$ cat src/rtl/brg_cfg_ctrl_if.sv
// Bus bundle between the SPART control logic, the baud generator and brg_cfg_ctrl.
// Handshake: the host holds i_host_req (with i_host_hi/i_host_data stable) until it
// sees o_host_gnt high for one cycle; the write is issued to the generator in that
// same cycle, so the host drops or changes its request on the following cycle.
interface brg_cfg_ctrl_if;
  logic [1:0]  i_baud_sel;
  logic        i_auto_en;
  logic        i_host_req;
  logic        i_host_hi;
  logic [7:0]  i_host_data;
  logic        o_host_gnt;
  logic        i_rx_enable;
  logic        o_load_low;
  logic        o_load_high;
  logic [7:0]  o_data_out;
  logic [15:0] o_divisor;
  logic        o_busy;
  logic        o_brg_ok;
  logic        o_rate_err;
  logic [2:0]  o_state_dbg;

  modport slave (
    input  i_baud_sel, i_auto_en, i_host_req, i_host_hi, i_host_data, i_rx_enable,
    output o_host_gnt, o_load_low, o_load_high, o_data_out, o_divisor,
    output o_busy, o_brg_ok, o_rate_err, o_state_dbg
  );

  modport master (
    output i_baud_sel, i_auto_en, i_host_req, i_host_hi, i_host_data, i_rx_enable,
    input  o_host_gnt, o_load_low, o_load_high, o_data_out, o_divisor,
    input  o_busy, o_brg_ok, o_rate_err, o_state_dbg
  );
endinterface

$ cat src/rtl/brg_cfg_ctrl.sv
// Divisor programming sequencer, host/sequencer arbiter for the generator's single
// load port, and rx_enable rate monitor for the SPART baud rate generator.
module brg_cfg_ctrl #(
  parameter logic [15:0] DIV0 = 16'h0516,
  parameter logic [15:0] DIV1 = 16'h028B,
  parameter logic [15:0] DIV2 = 16'h0146,
  parameter logic [15:0] DIV3 = 16'h00A3,
  parameter int unsigned TOL  = 2
) (
  input  logic           clk,
  input  logic           rst,
  brg_cfg_ctrl_if.slave  bus
);

  typedef enum logic [2:0] {
    ST_INIT      = 3'd0,
    ST_LOAD_LO   = 3'd1,
    ST_LOAD_HI   = 3'd2,
    ST_WAIT_SYNC = 3'd3,
    ST_MONITOR   = 3'd4
  } state_t;

  function automatic logic [7:0] f_lo(input logic [1:0] sel);
    case (sel)
      2'd0:    f_lo = DIV0[7:0];
      2'd1:    f_lo = DIV1[7:0];
      2'd2:    f_lo = DIV2[7:0];
      default: f_lo = DIV3[7:0];
    endcase
  endfunction

  function automatic logic [7:0] f_hi(input logic [1:0] sel);
    case (sel)
      2'd0:    f_hi = DIV0[15:8];
      2'd1:    f_hi = DIV1[15:8];
      2'd2:    f_hi = DIV2[15:8];
      default: f_hi = DIV3[15:8];
    endcase
  endfunction

  state_t      r_state, w_state_nx;
  logic [1:0]  r_sync1, r_sync2;
  logic [1:0]  r_sel_q, w_sel_q_nx;
  logic        r_load_low, w_load_low_nx;
  logic        r_load_high, w_load_high_nx;
  logic [7:0]  r_data, w_data_nx;
  logic        r_gnt, w_gnt_nx;
  logic [15:0] r_div, w_div_nx;
  logic        r_rate_err, w_rate_err_nx;
  logic        r_seen, w_seen_nx;
  logic [17:0] r_cnt, w_cnt_nx;

  logic        w_auto, w_host_ok, w_do_load, w_do_grant, w_rate_bad, w_sat;
  logic [16:0] w_div_p1, w_dev;
  logic [17:0] w_limit, w_cnt_inc;

  assign w_auto    = bus.i_auto_en && (r_sync2 != r_sel_q);
  // A request still high during its own grant cycle is the one being served.
  assign w_host_ok = bus.i_host_req && !r_gnt;
  assign w_div_p1  = {1'b0, r_div} + 17'd1;
  assign w_limit   = {w_div_p1, 1'b0} + 18'd8;
  assign w_cnt_inc = r_cnt + 18'd1;
  assign w_dev     = (r_cnt[16:0] >= w_div_p1) ? (r_cnt[16:0] - w_div_p1)
                                               : (w_div_p1 - r_cnt[16:0]);
  assign w_rate_bad = (w_dev > 17'(TOL));
  assign w_sat      = (r_cnt[16:0] == 17'h1FFFF);

  // Two-flop synchronizer; left unreset so it tracks the switches while rst is held
  // and the first load after reset already sees the real selection.
  always_ff @(posedge clk) begin
    r_sync1 <= bus.i_baud_sel;
    r_sync2 <= r_sync1;
  end

  // Next-state and next-output decode; strobes/data are registered from these.
  always_comb begin
    w_state_nx     = r_state;
    w_sel_q_nx     = r_sel_q;
    w_load_low_nx  = 1'b0;
    w_load_high_nx = 1'b0;
    w_data_nx      = 8'h00;
    w_gnt_nx       = 1'b0;
    w_div_nx       = r_div;
    w_rate_err_nx  = r_rate_err;
    w_seen_nx      = r_seen;
    w_cnt_nx       = r_cnt;
    w_do_load      = 1'b0;
    w_do_grant     = 1'b0;
    case (r_state)
      ST_INIT: w_do_load = 1'b1;
      ST_LOAD_LO: begin
        w_state_nx     = ST_LOAD_HI;
        w_load_high_nx = 1'b1;
        w_data_nx      = f_hi(r_sel_q);
        w_div_nx[15:8] = f_hi(r_sel_q);
        w_rate_err_nx  = 1'b0;
        w_seen_nx      = 1'b0;
        w_cnt_nx       = '0;
      end
      ST_LOAD_HI: begin
        w_state_nx = ST_WAIT_SYNC;
        w_seen_nx  = 1'b0;
        w_cnt_nx   = '0;
        w_do_grant = w_host_ok;
      end
      ST_WAIT_SYNC: begin
        if (w_auto) begin
          w_do_load = 1'b1;
        end else if (w_host_ok) begin
          w_do_grant = 1'b1;
        end else if (w_cnt_inc == w_limit) begin
          w_rate_err_nx = 1'b1;
          w_state_nx    = ST_MONITOR;
          w_cnt_nx      = '0;
        end else begin
          w_cnt_nx = w_cnt_inc;
          // First pulse may be a mid-countdown fire of the old period; skip it.
          if (bus.i_rx_enable) begin
            if (r_seen) begin
              w_state_nx = ST_MONITOR;
              w_cnt_nx   = '0;
            end else begin
              w_seen_nx = 1'b1;
            end
          end
        end
      end
      ST_MONITOR: begin
        if (w_auto) begin
          w_do_load = 1'b1;
        end else if (w_host_ok) begin
          w_do_grant = 1'b1;
        end else if (bus.i_rx_enable) begin
          if (w_rate_bad) w_rate_err_nx = 1'b1;
          w_cnt_nx = 18'd1;
        end else if (w_sat) begin
          w_rate_err_nx = 1'b1;
        end else begin
          w_cnt_nx = w_cnt_inc;
        end
      end
      default: w_state_nx = ST_INIT;
    endcase
    if (w_do_load) begin
      w_state_nx    = ST_LOAD_LO;
      w_load_low_nx = 1'b1;
      w_data_nx     = f_lo(r_sync2);
      w_sel_q_nx    = r_sync2;
      w_div_nx[7:0] = f_lo(r_sync2);
    end
    if (w_do_grant) begin
      w_state_nx    = ST_WAIT_SYNC;
      w_gnt_nx      = 1'b1;
      w_data_nx     = bus.i_host_data;
      w_rate_err_nx = 1'b0;
      w_seen_nx     = 1'b0;
      w_cnt_nx      = '0;
      if (bus.i_host_hi) begin
        w_load_high_nx = 1'b1;
        w_div_nx[15:8] = bus.i_host_data;
      end else begin
        w_load_low_nx  = 1'b1;
        w_div_nx[7:0]  = bus.i_host_data;
      end
    end
  end

  // State and registered outputs; rst aborts any state immediately.
  always_ff @(posedge clk or posedge rst) begin
    if (rst) begin
      r_state     <= ST_INIT;
      r_sel_q     <= 2'b01;
      r_load_low  <= 1'b0;
      r_load_high <= 1'b0;
      r_data      <= 8'h00;
      r_gnt       <= 1'b0;
      r_div       <= DIV1;
      r_rate_err  <= 1'b0;
      r_seen      <= 1'b0;
      r_cnt       <= '0;
    end else begin
      r_state     <= w_state_nx;
      r_sel_q     <= w_sel_q_nx;
      r_load_low  <= w_load_low_nx;
      r_load_high <= w_load_high_nx;
      r_data      <= w_data_nx;
      r_gnt       <= w_gnt_nx;
      r_div       <= w_div_nx;
      r_rate_err  <= w_rate_err_nx;
      r_seen      <= w_seen_nx;
      r_cnt       <= w_cnt_nx;
    end
  end

  assign bus.o_load_low  = r_load_low;
  assign bus.o_load_high = r_load_high;
  assign bus.o_data_out  = r_data;
  assign bus.o_host_gnt  = r_gnt;
  assign bus.o_divisor   = r_div;
  assign bus.o_rate_err  = r_rate_err;
  assign bus.o_busy      = (r_state != ST_MONITOR);
  assign bus.o_brg_ok    = (r_state == ST_MONITOR) && !r_rate_err;
  assign bus.o_state_dbg = r_state;

endmodule

$ cat src/flat_wrapper.sv
// flat-port wrapper written by rule: the top's interface ports become plain ports
module brg_cfg_ctrl_flat 
#(
  parameter logic [15:0] DIV0 = 16'h0516,
  parameter logic [15:0] DIV1 = 16'h028B,
  parameter logic [15:0] DIV2 = 16'h0146,
  parameter logic [15:0] DIV3 = 16'h00A3,
  parameter int unsigned TOL  = 2
)
  (clk, rst, bus_i_baud_sel, bus_i_auto_en, bus_i_host_req, bus_i_host_hi, bus_i_host_data, bus_i_rx_enable, bus_o_host_gnt, bus_o_load_low, bus_o_load_high, bus_o_data_out, bus_o_divisor, bus_o_busy, bus_o_brg_ok, bus_o_rate_err, bus_o_state_dbg);
  brg_cfg_ctrl_if bus_i ();
  input  logic clk;
  input  logic rst;
  input wire logic [$bits(bus_i.i_baud_sel)-1:0] bus_i_baud_sel;
  input wire logic [$bits(bus_i.i_auto_en)-1:0] bus_i_auto_en;
  input wire logic [$bits(bus_i.i_host_req)-1:0] bus_i_host_req;
  input wire logic [$bits(bus_i.i_host_hi)-1:0] bus_i_host_hi;
  input wire logic [$bits(bus_i.i_host_data)-1:0] bus_i_host_data;
  input wire logic [$bits(bus_i.i_rx_enable)-1:0] bus_i_rx_enable;
  output wire logic [$bits(bus_i.o_host_gnt)-1:0] bus_o_host_gnt;
  output wire logic [$bits(bus_i.o_load_low)-1:0] bus_o_load_low;
  output wire logic [$bits(bus_i.o_load_high)-1:0] bus_o_load_high;
  output wire logic [$bits(bus_i.o_data_out)-1:0] bus_o_data_out;
  output wire logic [$bits(bus_i.o_divisor)-1:0] bus_o_divisor;
  output wire logic [$bits(bus_i.o_busy)-1:0] bus_o_busy;
  output wire logic [$bits(bus_i.o_brg_ok)-1:0] bus_o_brg_ok;
  output wire logic [$bits(bus_i.o_rate_err)-1:0] bus_o_rate_err;
  output wire logic [$bits(bus_i.o_state_dbg)-1:0] bus_o_state_dbg;
  assign bus_i.i_baud_sel = bus_i_baud_sel;
  assign bus_i.i_auto_en = bus_i_auto_en;
  assign bus_i.i_host_req = bus_i_host_req;
  assign bus_i.i_host_hi = bus_i_host_hi;
  assign bus_i.i_host_data = bus_i_host_data;
  assign bus_i.i_rx_enable = bus_i_rx_enable;
  assign bus_o_host_gnt = bus_i.o_host_gnt;
  assign bus_o_load_low = bus_i.o_load_low;
  assign bus_o_load_high = bus_i.o_load_high;
  assign bus_o_data_out = bus_i.o_data_out;
  assign bus_o_divisor = bus_i.o_divisor;
  assign bus_o_busy = bus_i.o_busy;
  assign bus_o_brg_ok = bus_i.o_brg_ok;
  assign bus_o_rate_err = bus_i.o_rate_err;
  assign bus_o_state_dbg = bus_i.o_state_dbg;
  brg_cfg_ctrl #(.DIV0(DIV0), .DIV1(DIV1), .DIV2(DIV2), .DIV3(DIV3), .TOL(TOL)) u_core (.clk(clk), .rst(rst), .bus(bus_i));
endmodule
$ cat config.mk
export PLATFORM = sky130hd
export DESIGN_NAME = brg_cfg_ctrl_flat
export DESIGN_NICKNAME = d
export VERILOG_FILES = /design/src/rtl/brg_cfg_ctrl_if.sv /design/src/rtl/brg_cfg_ctrl.sv /design/src/flat_wrapper.sv
export SDC_FILE = /design/constraint.sdc
export NUM_CORES = 1
export LEC_CHECK = 0
export ABC_AREA = 1
export BUFFER_PORTS_ARGS = -buffer_cell sky130_fd_sc_hd__buf_2
export CAP_MARGIN = 10
export CORE_MARGIN = 1
export CORE_UTILIZATION = 25
export CTS_CLUSTER_SIZE = 24
export DETAILED_ROUTE_END_ITERATION = 8
export PLACE_DENSITY_LB_ADDON = 0.2
export SYNTH_ARGS = -nofsm -noshare
export SYNTH_HDL_FRONTEND = slang
export SYNTH_SLANG_ARGS = --single-unit
$ cat constraint.sdc
create_clock -name clk -period 3.35 [get_ports clk]
set_clock_uncertainty 0.1 [all_clocks]
set_input_delay 0.335 -clock clk [delete_from_list [all_inputs] [get_ports clk]]
set_output_delay 0.335 -clock clk [all_outputs]
set_load 0.05 [all_outputs]
-- After elaboration in Yosys (flattened, before gate mapping)
Index checks and enable logic that the tools add are counted.
- add/sub/neg operators: 5
- muxes and demuxes: 58
- reductions and logical operators: 18
- eq/ne operators: 27
- order comparisons: 2
- operators with widths (cell ; number):
    $mux 18 ; 10
    $mux 8 ; 7
    $pmux 18 s3 ; 1
    $sub 17x17->17 ; 2
    $mux 1 ; 24
    $pmux 8 s3 ; 1
    $mux 3 ; 7
    $add 18x1->18 const B ; 1
    $add 18x4->18 const B ; 1
    $eq 18x18->1 ; 1
    $add 16x1->17 const B ; 1
    $eq 17x17->1 const B ; 1
    $ge 17x17->1 ; 1
    $gt 17x2->1 const B ; 1
    $mux 17 ; 1
    $mux 16 ; 1
    $ne 3x3->1 const B ; 5
    $pmux 3 s4 ; 1
    $reduce_and 5->1 ; 2
    $pmux 3 s3 ; 1
    $ne 4x2->1 const B ; 2
    $ne 4x4->1 const B ; 2
    $reduce_and 8->1 ; 1
    $reduce_bool 4->1 ; 2
    other kinds (20) ; 33
- word-level logic and storage cells: 122
- flip-flop bits (word level): 56
- input bits: 16

-- Longest topological paths before layout
- depth in word-level cells: 10
- depth in mapped cells: 29
- mapped depth without buffers: 29

-- Least setup slack after synthesis
Ideal clock, no wire load.
- kind: flip-flop to flip-flop
- start point: reg u_core.r_div[0], in the netlist u_core.bus.o_divisor[0]
- end point: reg u_core.r_rate_err, in the netlist u_core.bus.o_rate_err
- data required time: 3.137 ns
- stages on the path, launching flop included: 27
- data arrival time: 3.526 ns
- path buffers: 2
- slack: -0.389 ns
- cell sequence: dfstp_2 ha_1 nand3_2 nor2_4 nand2_1 nand2_2 inv_2 ha_1 clkbuf_2 nand2_1 nor2_1 nand2_1 nor3_1 nor2_1 nand2_1 buf_2 nand2_1 nor2_1 nor2_1 nor2_1 nand2_1 nor2_1 nand3_1 nand3_1 nand2_1 nand2_1 inv_1
- word-level cells in the longest chain between the ends: 6
- ends and longest elaborated chain (what ; RTL line ; source):
    start: declaration ; brg_cfg_ctrl.sv:48 ; logic [15:0] r_div, w_div_nx;
    start signal: assignment ; brg_cfg_ctrl.sv:188 ; r_div <= w_div_nx;
    $add 16x1->17 (*) ; brg_cfg_ctrl.sv:60 ; assign w_div_p1 = {1'b0, r_div} + 17'd1;
    $sub 17x17->17, or another cell as far along ; brg_cfg_ctrl.sv:64 ; : (w_div_p1 - r_cnt[16:0]);
    $mux 17 ; brg_cfg_ctrl.sv:63 ; assign w_dev = (r_cnt[16:0] >= w_div_p1) ? (r_cnt[16:0] - w_div_p1)
    $gt 17x2->1 ; brg_cfg_ctrl.sv:65 ; assign w_rate_bad = (w_dev > 17'(TOL));
    $ne 4x2->1 (no source line) ; -- ;
    $reduce_and 8->1 (no source line) (*) ; -- ;
    end signal: assignment ; brg_cfg_ctrl.sv:189 ; r_rate_err <= w_rate_err_nx;
    end: declaration ; brg_cfg_ctrl.sv:49 ; logic r_rate_err, w_rate_err_nx;
Mark *: on every way between the ends. The rest lies on a longest branch, timed or not.
A chain may end at the register's enable or synchronous reset.

-- Worst setup path in the final report
Ends and elaborated chain as after synthesis.

==> results.md <==
* Area of the mapped netlist at 5964 µm²
* Final Slew Violations at 0
* Yosys top cell by area: nand2_1
* Length of the first detailed-routing pass in iterations at 5
* Antenna Nets Post-Route at 0
* CTS Sinks at 56
* DP Area at 7742 µm²
* Die width at 156.5 µm
* FFs w/ async S/R, synth at 92.86%
* Achievable clock frequency at 285.7 MHz
* Power Internal at 3.282 mW
* Final min period at 3.500 ns
* R2R Path End: u_core.bus.o_rate_err$_DFFE_PP0P_
* Comb pwr share at 77.9%
* Req. time, crit path at 3.46 ns
* Final nets at 1210
* Longest Clk Path Bufs at 2
* Initial DRC Count at 264
* GRT Util Overall at 17.90%
* Vias per inst at 4.457
* Pwr Density at 878.3 nW/µm²
* Routed wire length at 21390 µm
* # setup viols final at 1
* CTS hold repair buffers at 0
* TritonCTS clock tree: yes
* Synth warn at 0
* Htree depth at 2
* Post-synth EDFFs at 0
* Crit end category: flop
* Max-cap violation count at 0
* Worst EP arrival at 3.61 ns
* Vias in the first global route at 6400
* Drt wl/cell at 14.50 µm
* Area of the multi-input gates at 4458 µm²
* First-pass GRT wire length at 33620 µm
* Power Total at 7.295 mW
* Syn_area_per_cell at 6.149 µm²
* Initial antenna violation count at 0
* Die Area at 24480 µm²
* Hpwl dp at 17760 µm
* Seq/Total Area, Yosys at 23.29%
* Top cell type's share of synthesized area at 20.83%
* Final hold vios at 0
* RR Startpoint: u_core.bus.o_divisor[0]$_DFF_PP1_
* Violated checks: negative setup slack
* # DRC at 0
* Worst slew pin tran at 0.6840 ns
* CTS Buf Count at 5
* Setup Slack @ Placement at -0.3443 ns
* Fin crit share at 104.5%
* Root Buffer: clkbuf_16
* Share of cells above drive strength 1 at 30.45%
* R2R setup slack at -0.15 ns
* Routability cong. at 0.8979
* Sequential cell area at 1404 µm²
* Area delta synth->final at 39.25%
* CP Class: flop to flop
* ANT cells at 0
* Switch share at 55.01%
* HP Class: input port to flop
* Skew-Pair Late Insertion Delay at 0.31 ns
* Register bit total from synthesis at 56
* Slew headroom at 54.33%
* Synth Instances at 970
* Clock power frac at 7.6%
* Count leader, synth: nand2_1
* Share of power burned in registers at 14.4%
* I/O Buffers at 48
* Core area at 23400 µm²
* Unrepaired setup endpoints after global routing: true
* Hold wc startpoint: bus_i_baud_sel[0]
* Commonest cells post-synth: nand2_1, inv_1, nor2_1, nand3_1, dfrtp_1
* Post-Syn Nets at 1025
* Ys flop type: dfrtp_1
* Worst reg2reg path depth at 21
* Vias at 6574
* Worst VDD drop at 0.4584 mV
* Hold Path Sink: u_core.r_sync1[0]$_DFF_P_
* Status: finished, violations left
* Final-layout fill cell count at 2634
* Site Rows at 56
* Ranking of synthesized cells by area: nand2_1, dfrtp_1, inv_1
* Top-Level Pins at 49
* Psw at 4.012 mW
* Leak at 4.336 nW
* Largest net degree at the start of global routing at 31
* Core Util, Final at 35.49%
* Total grt overflow at 0
* CP Max Fanout at 6
* Post-route cell area at 8305 µm²
* Clk slew on worst S/H paths at 0.08 ns
* Vert. Die Dim at 156.5 µm
* Startpoint Class: flop
* Final WS setup at -0.1504 ns
* Netlist cell types at 49
* Hold depth at 1
* Starting Density at 25.49%
==> timing repair <==
item,4_1_cts,5_1_grt
endpoints found under the setup margin,19,23
cloned,1,1
gates resized for setup,25,60
pin swaps,8,35
setup buffers,1,6
hold endpoints to repair,0,0
==> area by class of cell <==
type                            count  area share, %
Clock buffer                        5          1.506
Tap cell                          319          4.806
Sequential cell                    56          16.90
Timing Repair Buffer              190          15.86
Clock inverter                      3         0.2712
Inverter                          153          6.975
Multi-Input combinational cell    749          53.68
==> worst max-delay path: stages, from the launching register on <==
cell	delay [ns]
dfstp_4	0.65
ha_4	0.17
nand3_4	0.09
nor2_4	0.16
nand4_1	0.14
or2_4	0.30
ha_4	0.28
a21o_1	0.16
nor2_1	0.12
nand2_2	0.09
nor2_4	0.15
nand2_4	0.11
o21ai_0	0.27
nand2_1	0.09
inv_1	0.05
nand2_1	0.05
nor2_2	0.11
nand3_2	0.09
nand3_2	0.07
nand2_1	0.04
nand2_1	0.07
inv_1	0.04
==> metrics by stage <==
step / std cells / TNS [ns] / hold WS, ns
after floorplan: 970 / -0.0009399 / 0.2096
after global placement: 1458 / -0.9242 / 0.2102
after detailed placement: 1458 / -1.355 / 0.2164
after CTS: 1468 / -0.1590 / 0.01179
after global routing: 1475 / -2.018 / 0.009660
final: 1475 / -0.1504 / 0.02467
==> cells in the final DEF (no fill, tap or decap), drive strengths merged, types with 3 or more instances in the layout <==
cell and count:
nand2 354, buf 190, inv 152, nor2 115, nand3 94, dfrtp 46
ha 37, o21ai 28, a21oi 26, nand4 19, xor2 19, nor3 10
o22ai 7, o21bai 6, dfstp 6, clkbuf 5, o211ai 4, o311ai 4
dfxtp 4, clkinv 4, xnor2 3, o221ai 3, a21o 3
==> worst max-delay path by stage <==
stage	from	end	cells past startpoint
detailed placement	u_core.bus.o_divisor[1]$_DFF_PP1_	u_core.bus.o_rate_err$_DFFE_PP0P_	26
global route	u_core.bus.o_divisor[0]$_DFF_PP1_	u_core.bus.o_rate_err$_DFFE_PP0P_	25
CTS	u_core.bus.o_divisor[1]$_DFF_PP1_	u_core.bus.o_rate_err$_DFFE_PP0P_	22
floorplan	u_core.bus.o_divisor[0]$_DFF_PP1_	u_core.bus.o_rate_err$_DFFE_PP0P_	24
finish	u_core.bus.o_divisor[0]$_DFF_PP1_	u_core.bus.o_rate_err$_DFFE_PP0P_	21
global placement	u_core.bus.o_divisor[1]$_DFF_PP1_	u_core.bus.o_rate_err$_DFFE_PP0P_	25
==> logic make-up (layout without fill, tap and decap cells) <==
kind of cell | after synthesis | count (layout) | share of synthesized area (%)
buffers and inverters | 167 | 351 | 10.87
adders and majority gates | 39 | 39 | 8.433
xor gates and xnor gates | 23 | 23 | 3.608
DFF | 56 | 56 | 23.29
AOI/OAI and AO/OA | 88 | 88 | 8.852
and+or+nand+nor | 597 | 599 | 44.95
==> sequential cells by signal (all words and copies together), names as in the netlist, 2 cells and up <==
name and flops:
u_core.bus.o_state_dbg 3, u_core.bus.o_divisor 16, u_core.bus.o_data_out 8, u_core.r_cnt 18, u_core.r_sel_q 2, u_core.r_sync1 2, u_core.r_sync2 2
==> power by group through the flow <==
stage          sequential (mW)  combinational [mW]  clock [mW]
3_3_place_gp              1.06                5.39           0
6_report                  1.05                5.68       0.558
5_1_grt                   1.08                6.25       0.609
4_1_cts                   1.05                5.48       0.583
2_1_floorplan             1.61                2.84           0
3_5_place_dp              1.06                5.38           0
==> per-layer routing <==
| metal | global-route usage (%) | share of wire (%) | vias to the layer above |
|---|---|---|---|
| li1 | - | - | 3437 |
| met2 | 30.55 | 47 | 135 |
| met4 | 4.949 | 2.2 | 0 |
| met5 | 0 | 0 | - |
| met1 | 23.82 | 48 | 2976 |
| met3 | 1.855 | 3.2 | 26 |
(Power assumes the default switching activity.)
